$ cat config.mk
export PLATFORM = sky130hd
export DESIGN_NAME = route_demux_flat
export DESIGN_NICKNAME = d
export VERILOG_FILES = /design/src/rtl/route_pkg.sv /design/src/rtl/route_demux_if.sv /design/src/rtl/route_fifo.sv /design/src/rtl/route_demux.sv /design/src/flat_wrapper.sv
export SDC_FILE = /design/constraint.sdc
export NUM_CORES = 1
export LEC_CHECK = 0
export ABC_AREA = 1
export BUFFER_PORTS_ARGS = -buffer_cell sky130_fd_sc_hd__buf_2
export CAP_MARGIN = 25
export CORE_UTILIZATION = 40
export DETAILED_ROUTE_END_ITERATION = 8
export REMOVE_ABC_BUFFERS = 1
export SLEW_MARGIN = 0
export SYNTH_ARGS = -nofsm -noshare
export SYNTH_HDL_FRONTEND = slang
export SYNTH_HIERARCHICAL = 1
export SYNTH_SLANG_ARGS = --single-unit
$ cat constraint.sdc
create_clock -name clk -period 3.8 [get_ports clk]
set_clock_uncertainty 0.05 [all_clocks]
set_input_delay 0.19 -clock clk [delete_from_list [all_inputs] [get_ports clk]]
set_output_delay 0.19 -clock clk [all_outputs]
set_load 0.02 [all_outputs]
$ cat src/rtl/route_pkg.sv
`default_nettype none
// +----------------------------------------------------------------------------+
// | Package    : route_pkg                                                     |
// | Purpose    : Shared defaults and select encodings for the route_demux      |
// |              one-to-two routing demultiplexer.                             |
// | Contents   : WIDTH/DEPTH defaults, occupancy and pointer widths, routed   |
// |              counter width, output select encodings.                       |
// | Revision   : 1.0 - initial release                                         |
// +----------------------------------------------------------------------------+
package route_pkg;

  localparam int WIDTH_DEF = 32;
  localparam int DEPTH_DEF = 2;

  // Occupancy must be able to represent DEPTH itself so full != empty.
  localparam int CNT_W_DEF = $clog2(DEPTH_DEF + 1);
  localparam int PTR_W_DEF = $clog2(DEPTH_DEF);

  localparam int ROUTED_W = 16;

  localparam logic ROUTE_OUT0 = 1'b0;
  localparam logic ROUTE_OUT1 = 1'b1;

endpackage : route_pkg
`default_nettype wire

$ cat src/rtl/route_demux_if.sv
`default_nettype none
// +----------------------------------------------------------------------------+
// | Interface  : route_demux_if                                                |
// | Purpose    : Bundles the input handshake, the two output handshakes and    |
// |              the status outputs of route_demux.                            |
// | Ports      : in_data/in_sel/in_valid/in_ready   - routed input stream      |
// |              outN_data/outN_valid/outN_ready    - per-output streams       |
// |              countN                             - queue occupancy          |
// |              routedN                            - wrapping accept counters |
// | Modports   : slave  - the demux itself                                     |
// |              master - the environment driving input and consuming outputs  |
// | Revision   : 1.0 - initial release                                         |
// +----------------------------------------------------------------------------+
interface route_demux_if
  import route_pkg::*;
#(
  parameter int WIDTH = WIDTH_DEF,
  parameter int DEPTH = DEPTH_DEF
);

  logic [WIDTH-1:0]             in_data;
  logic                         in_sel;
  logic                         in_valid;
  logic                         in_ready;

  logic [WIDTH-1:0]             out0_data;
  logic                         out0_valid;
  logic                         out0_ready;

  logic [WIDTH-1:0]             out1_data;
  logic                         out1_valid;
  logic                         out1_ready;

  logic [$clog2(DEPTH+1)-1:0]   count0;
  logic [$clog2(DEPTH+1)-1:0]   count1;
  logic [ROUTED_W-1:0]          routed0;
  logic [ROUTED_W-1:0]          routed1;

  modport slave (
    input  in_data, in_sel, in_valid, out0_ready, out1_ready,
    output in_ready, out0_data, out0_valid, out1_data, out1_valid,
           count0, count1, routed0, routed1
  );

  modport master (
    output in_data, in_sel, in_valid, out0_ready, out1_ready,
    input  in_ready, out0_data, out0_valid, out1_data, out1_valid,
           count0, count1, routed0, routed1
  );

endinterface : route_demux_if
`default_nettype wire

$ cat src/rtl/route_fifo.sv
`default_nettype none
// +----------------------------------------------------------------------------+
// | Module     : route_fifo                                                    |
// | Purpose    : Single-clock FIFO used as one output queue of route_demux.    |
// |              No full- or empty-bypass; head reads as zero when empty.      |
// | Ports      : clk, rst_n            - clock, async active-low reset         |
// |              push, push_data       - write request and word                |
// |              pop                   - remove head                           |
// |              head_data             - head entry (zero when empty)          |
// |              full, empty, count    - occupancy status                      |
// | Revision   : 1.0 - initial release                                         |
// +----------------------------------------------------------------------------+
module route_fifo
  import route_pkg::*;
#(
  parameter int WIDTH = WIDTH_DEF,
  parameter int DEPTH = DEPTH_DEF
) (
  input  logic                         clk,
  input  logic                         rst_n,
  input  logic                         push,
  input  logic [WIDTH-1:0]             push_data,
  input  logic                         pop,
  output logic [WIDTH-1:0]             head_data,
  output logic                         full,
  output logic                         empty,
  output logic [$clog2(DEPTH+1)-1:0]   count
);

  localparam int PTR_W = $clog2(DEPTH);
  localparam int CNT_W = $clog2(DEPTH + 1);

  logic [WIDTH-1:0] mem [DEPTH];
  logic [PTR_W-1:0] wr_ptr;
  logic [PTR_W-1:0] rd_ptr;
  logic [CNT_W-1:0] occ;
  logic             push_ok;
  logic             pop_ok;

  assign full    = (occ == CNT_W'(DEPTH));
  assign empty   = (occ == '0);
  // A push into a full queue is refused even if the head leaves this cycle.
  assign push_ok = push && !full;
  assign pop_ok  = pop && !empty;
  assign count   = occ;

  // Storage is deliberately not reset; empty masks it on the output.
  always_ff @(posedge clk) begin
    if (push_ok) begin
      mem[wr_ptr] <= push_data;
    end
  end

  always_ff @(posedge clk or negedge rst_n) begin
    if (!rst_n) begin
      wr_ptr <= '0;
      rd_ptr <= '0;
      occ    <= '0;
    end else begin
      // DEPTH is a power of two, so natural pointer overflow wraps modulo DEPTH.
      if (push_ok) wr_ptr <= wr_ptr + PTR_W'(1);
      if (pop_ok)  rd_ptr <= rd_ptr + PTR_W'(1);
      case ({push_ok, pop_ok})
        2'b10:   occ <= occ + CNT_W'(1);
        2'b01:   occ <= occ - CNT_W'(1);
        default: occ <= occ;
      endcase
    end
  end

  assign head_data = empty ? '0 : mem[rd_ptr];

endmodule : route_fifo
`default_nettype wire

$ cat src/rtl/route_demux.sv
`default_nettype none
// +----------------------------------------------------------------------------+
// | Module     : route_demux                                                   |
// | Purpose    : One-to-two routing demultiplexer. Steers each accepted input  |
// |              word by in_sel into one of two independent FIFO queues and    |
// |              counts words routed to each output (16-bit, wrapping).        |
// | Ports      : clk    - clock, rising edge                                   |
// |              rst_n  - asynchronous active-low reset                        |
// |              bus    - route_demux_if.slave: input stream, two output       |
// |                       streams, occupancy counts and routed counters        |
// | Revision   : 1.0 - initial release                                         |
// +----------------------------------------------------------------------------+
module route_demux
  import route_pkg::*;
#(
  parameter int WIDTH = WIDTH_DEF,
  parameter int DEPTH = DEPTH_DEF
) (
  input  logic          clk,
  input  logic          rst_n,
  route_demux_if.slave  bus
);

  logic                full0;
  logic                full1;
  logic                empty0;
  logic                empty1;
  logic                accept;
  logic                push0;
  logic                push1;
  logic                pop0;
  logic                pop1;
  logic [ROUTED_W-1:0] routed0;
  logic [ROUTED_W-1:0] routed1;

  // Ready looks only at the selected queue's registered occupancy, never at
  // in_valid or the consumers' readies.
  assign bus.in_ready = (bus.in_sel == ROUTE_OUT1) ? !full1 : !full0;

  assign accept = bus.in_valid && bus.in_ready;
  assign push0  = accept && (bus.in_sel == ROUTE_OUT0);
  assign push1  = accept && (bus.in_sel == ROUTE_OUT1);
  assign pop0   = !empty0 && bus.out0_ready;
  assign pop1   = !empty1 && bus.out1_ready;

  route_fifo #(
    .WIDTH (WIDTH),
    .DEPTH (DEPTH)
  ) u_fifo0 (
    .clk       (clk),
    .rst_n     (rst_n),
    .push      (push0),
    .push_data (bus.in_data),
    .pop       (pop0),
    .head_data (bus.out0_data),
    .full      (full0),
    .empty     (empty0),
    .count     (bus.count0)
  );

  route_fifo #(
    .WIDTH (WIDTH),
    .DEPTH (DEPTH)
  ) u_fifo1 (
    .clk       (clk),
    .rst_n     (rst_n),
    .push      (push1),
    .push_data (bus.in_data),
    .pop       (pop1),
    .head_data (bus.out1_data),
    .full      (full1),
    .empty     (empty1),
    .count     (bus.count1)
  );

  assign bus.out0_valid = !empty0;
  assign bus.out1_valid = !empty1;

  always_ff @(posedge clk or negedge rst_n) begin
    if (!rst_n) begin
      routed0 <= '0;
      routed1 <= '0;
    end else begin
      if (push0) routed0 <= routed0 + ROUTED_W'(1);
      if (push1) routed1 <= routed1 + ROUTED_W'(1);
    end
  end

  assign bus.routed0 = routed0;
  assign bus.routed1 = routed1;

endmodule : route_demux
`default_nettype wire

$ cat src/flat_wrapper.sv
// flat-port wrapper written by rule: the top's interface ports become plain ports
module route_demux_flat import route_pkg::*;
#(
  parameter int WIDTH = WIDTH_DEF,
  parameter int DEPTH = DEPTH_DEF
)
  (clk, rst_n, bus_in_data, bus_in_sel, bus_in_valid, bus_out0_ready, bus_out1_ready, bus_in_ready, bus_out0_data, bus_out0_valid, bus_out1_data, bus_out1_valid, bus_count0, bus_count1, bus_routed0, bus_routed1);
  route_demux_if #(.WIDTH(WIDTH), .DEPTH(DEPTH)) bus_i ();
  input  logic clk;
  input  logic rst_n;
  input wire logic [$bits(bus_i.in_data)-1:0] bus_in_data;
  input wire logic [$bits(bus_i.in_sel)-1:0] bus_in_sel;
  input wire logic [$bits(bus_i.in_valid)-1:0] bus_in_valid;
  input wire logic [$bits(bus_i.out0_ready)-1:0] bus_out0_ready;
  input wire logic [$bits(bus_i.out1_ready)-1:0] bus_out1_ready;
  output wire logic [$bits(bus_i.in_ready)-1:0] bus_in_ready;
  output wire logic [$bits(bus_i.out0_data)-1:0] bus_out0_data;
  output wire logic [$bits(bus_i.out0_valid)-1:0] bus_out0_valid;
  output wire logic [$bits(bus_i.out1_data)-1:0] bus_out1_data;
  output wire logic [$bits(bus_i.out1_valid)-1:0] bus_out1_valid;
  output wire logic [$bits(bus_i.count0)-1:0] bus_count0;
  output wire logic [$bits(bus_i.count1)-1:0] bus_count1;
  output wire logic [$bits(bus_i.routed0)-1:0] bus_routed0;
  output wire logic [$bits(bus_i.routed1)-1:0] bus_routed1;
  assign bus_i.in_data = bus_in_data;
  assign bus_i.in_sel = bus_in_sel;
  assign bus_i.in_valid = bus_in_valid;
  assign bus_i.out0_ready = bus_out0_ready;
  assign bus_i.out1_ready = bus_out1_ready;
  assign bus_in_ready = bus_i.in_ready;
  assign bus_out0_data = bus_i.out0_data;
  assign bus_out0_valid = bus_i.out0_valid;
  assign bus_out1_data = bus_i.out1_data;
  assign bus_out1_valid = bus_i.out1_valid;
  assign bus_count0 = bus_i.count0;
  assign bus_count1 = bus_i.count1;
  assign bus_routed0 = bus_i.routed0;
  assign bus_routed1 = bus_i.routed1;
  route_demux #(.WIDTH(WIDTH), .DEPTH(DEPTH)) u_core (.clk(clk), .rst_n(rst_n), .bus(bus_i));
endmodule
==> summary.md <==
| Metric | Value |
|---|---|
| Status | finished clean |
| Longest Clk Path Bufs | 2 |
| Hold endpoint | u_core/bus.routed1[0] |
| Synth unique cells | 25 |
| Die Span Y | 134.6 um |
| Vias in the first global route | 4930 |
| CP max FO | 32 |
| Area Overhead vs Synth | 26.42% |
| Clock H-tree levels | 4 |
| Element type at the critical path start | register |
| Max Cap Viol | 0 |
| Hold Vio Cnt, Final | 0 |
| Largest net degree at the start of global routing | 41 |
| Post-Place Cell Area | 0.007943 sq mm |
| Share of layout cells above drive strength 1 | 0.2324 |
| Post-Synthesis Cells | 634 |
| Adder-Cell Fraction of Synth Area | 0.007121 |
| WHS Path Cells | 3 |
| Main combinational cell family by area after synthesis | simple AND/OR/NAND/NOR gates |
| # DRC | 0 |
| Crit Path Category | register to register |
| Row Count | 48 |
| Clock transition at path regs | 0.06 ns |
| CP arrival | 2.60 ns |
| RSZ-0062 raised after global routing | no |
| Core area | 0.01724 sq mm |
| First-pass GRT wire length | 24.88 mm |
| Final Cell Area | 0.008885 sq mm |
| Initial antenna violation count | 2 |
| XOR/XNOR Fraction of Synth Area | 0.01869 |
| Die X | 134.6 um |
| Antenna-violating nets left | 0 |
| Final setup fails | 0 |
| Core Util, Final | 0.5155 |
| Die area | 0.01810 sq mm |
| Critical Path End Type | register |
| Clock Sinks | 168 |
| Synth Register Bits | 168 |
| Final-report max-slew violation count | 0 |
| Initial Util | 0.4077 |
| Pre-antenna DRT Iters | 6 |
| Routed wire length | 15.81 mm |
| Worst min-delay path class | input port to register |
| Placed insts | 984 |
| Mux contribution to synthesized area | 0 |
| Total track usage | 0.1825 |
| First DRT Iteration DRCs | 275 |
| WP data required | 3.79 ns |
| Relative slew margins | 0.3940 |
| R2R Path End | u_core/u_fifo0/mem[1][3] |
| R2R cell count | 7 |
| Vias | 5047 |
| Post-Syn Area | 0.007028 sq mm |
| Setup TNS | 0 ns |
| CTS tree | done |
| Compound-gate portion of the synthesized area | 0.05092 |
| Ys Warns | 6 |
| Grt total ovfl | 0 |
| Period utilization | 0.6859 |
| CTS root buf | clkbuf_16 |
| RD Place Congestion | 0.7923 |
| Register area share after synthesis | 0.6893 |
| Worst min-delay path startpoint | bus_in_sel |
| Clock latency on the worst-skew pair | 0.42 ns |
| Nets | 855 |
| Top Ports | 141 |
| Post-route insts no fill | 1052 |
| Worst flop-to-flop path startpoint | u_core/u_fifo0/count[1] |
| P per Cell Area | 738.1 mW/mm^2 |
| Fmax | 383.6 MHz |
| Avg Cell Area, Syn | 11.09 sq um |
| Simple-Gate Fraction of Synth Area | 0.1876 |
| Pleak | 3.893 nW |
| Worst Max-Slew Pin Slew | 0.9068 ns |
| Post-DP HPWL | 10.20 mm |
| IR drop worst, VDD | 373.3 uV |
| Fillers | 1536 |
| R2r setup slk | 1.19 ns |
| Final worst path period need | 2.607 ns |
| IO buf count | 140 |
| Total CTS buffers | 17 |
| Wire length per cell after detailed routing | 15.03 um |
| Vias per inst | 4.798 |
==> sequential cells by signal, indices dropped and copies added (netlist names) <==
name	count
u_core/bus.routed0	16
u_core/u_fifo0/rd_ptr	1
u_core/u_fifo0/count	2
u_core/u_fifo1/rd_ptr	1
u_core/u_fifo0/mem	64
u_core/bus.routed1	16
u_core/u_fifo1/wr_ptr	1
u_core/u_fifo1/count	2
u_core/u_fifo0/wr_ptr	1
u_core/u_fifo1/mem	64
==> stage by stage <==
stage | hold slack [ns] | worst slack (ns) | total power, mW
5_1_grt | 0.09853 | 0.8942 | 6.939
3_3_place_gp | 0.3261 | 1.267 | 4.880
6_report | 0.09802 | 1.193 | 6.558
3_5_place_dp | 0.3427 | 1.177 | 4.936
2_1_floorplan | -0.1556 | 0.7543 | 3.969
4_1_cts | 0.07661 | 1.150 | 6.606
==> Yosys cell counts <==
master	number	area share
nor2_1	30	0.016
nand2_4	2	0.0032
xor2_1	8	0.010
nand3b_1	6	0.0064
dfrtp_1	40	0.14
inv_1	49	0.026
a21oi_1	64	0.046
o21bai_1	1	0.0011
ha_1	4	0.0071
buf_4	12	0.013
nor2_4	2	0.0032
nand2_2	1	0.00089
and2_1	1	0.00089
edfxtp_1	128	0.55
buf_2	8	0.0057
o21ai_0	6	0.0043
nand3_4	2	0.0050
nand2_1	221	0.12
nor2_8	2	0.0057
nor2_2	3	0.0027
nand3_1	20	0.014
nor3_1	6	0.0043
xnor2_1	7	0.0087
nand4_1	8	0.0071
inv_2	3	0.0016
==> power breakdown <==
part / total (mW) / internal [mW] / switching, mW
sequential: 2.44 / 2.28 / 0.163
combinational: 2.48 / 0.709 / 1.78
clock: 1.63 / 0.958 / 0.673
==> timing repair <==
action / 4_1_cts / 5_1_grt
hold buffers: 33 / 0
buffers inserted: 0 / 0
setup endpoints to repair: 0 / 0
hold endpoints to repair: 168 / 0
resized for setup: 0 / 0
==> cell families after synthesis <==
family	count (synthesis)
AO/OA/AOI/OAI	71
flip-flops	168
XOR/XNOR	15
buffers and inverters	72
adder cells (fa/ha/maj)	4
AND/OR/NAND/NOR	304
==> worst max path at each step <==
stage                             from                        end  slack (ns)  cells past startpoint
5_1_grt        u_core/u_fifo0/count[0]   u_core/u_fifo0/mem[1][3]        0.89                      6
3_3_place_gp   u_core/u_fifo0/count[1]  u_core/u_fifo0/mem[1][10]        1.27                      7
2_1_floorplan  u_core/u_fifo0/count[0]   u_core/u_fifo0/mem[1][0]        0.75                      6
4_1_cts        u_core/u_fifo0/count[1]   u_core/u_fifo0/mem[1][6]        1.15                      7
3_5_place_dp   u_core/u_fifo0/count[1]  u_core/u_fifo0/mem[1][10]        1.18                      7
6_report       u_core/u_fifo0/count[1]   u_core/u_fifo0/mem[1][3]        1.19                      7
==> area by class of cell <==
cell class                 instances  area [sq um]  share of cell area
antenna                            1         2.502           0.0002817
clock buffer                      18         429.2             0.04830
clock inverter                    14         132.6             0.01493
inverter                          52         195.2             0.02197
multi-input combinational        394          1883              0.2119
sequential                       168          4845              0.5453
tap                              225         281.5             0.03169
timing repair buffer             180          1116              0.1256
==> layer usage <==
metal	GRT usage	part of all wire	routed length [um]	up-vias
met5	0	0.00082	13	-
met3	0.06832	0.087	1374	11
met4	0.05868	0.0089	141	2
li1	-	-	-	2468
met2	0.3017	0.48	7639	176
met1	0.2213	0.42	6645	2390
==> worst max-delay path, stage by stage, from the launching register on <==
cell and delay (ns):
dfrtp_1 0.43, inv_1 0.12, nor2_1 0.06, inv_1 0.12, nand2_1 0.08, nor2_1 0.27
o21ai_0 0.31, nor2_4 0.76
==> placed cells by master (no fill, tap or decap), types with 17 or more instances in the layout <==
cell type and instances:
a21oi_1 64, buf_2 140, clkbuf_16 17, dfrtp_1 40, dlygate4sd3_1 33, edfxtp_1 128
inv_1 49, nand2_1 221, nand3_1 20, nor2_1 28
Note: power is estimated with default switching activity, not from simulation.
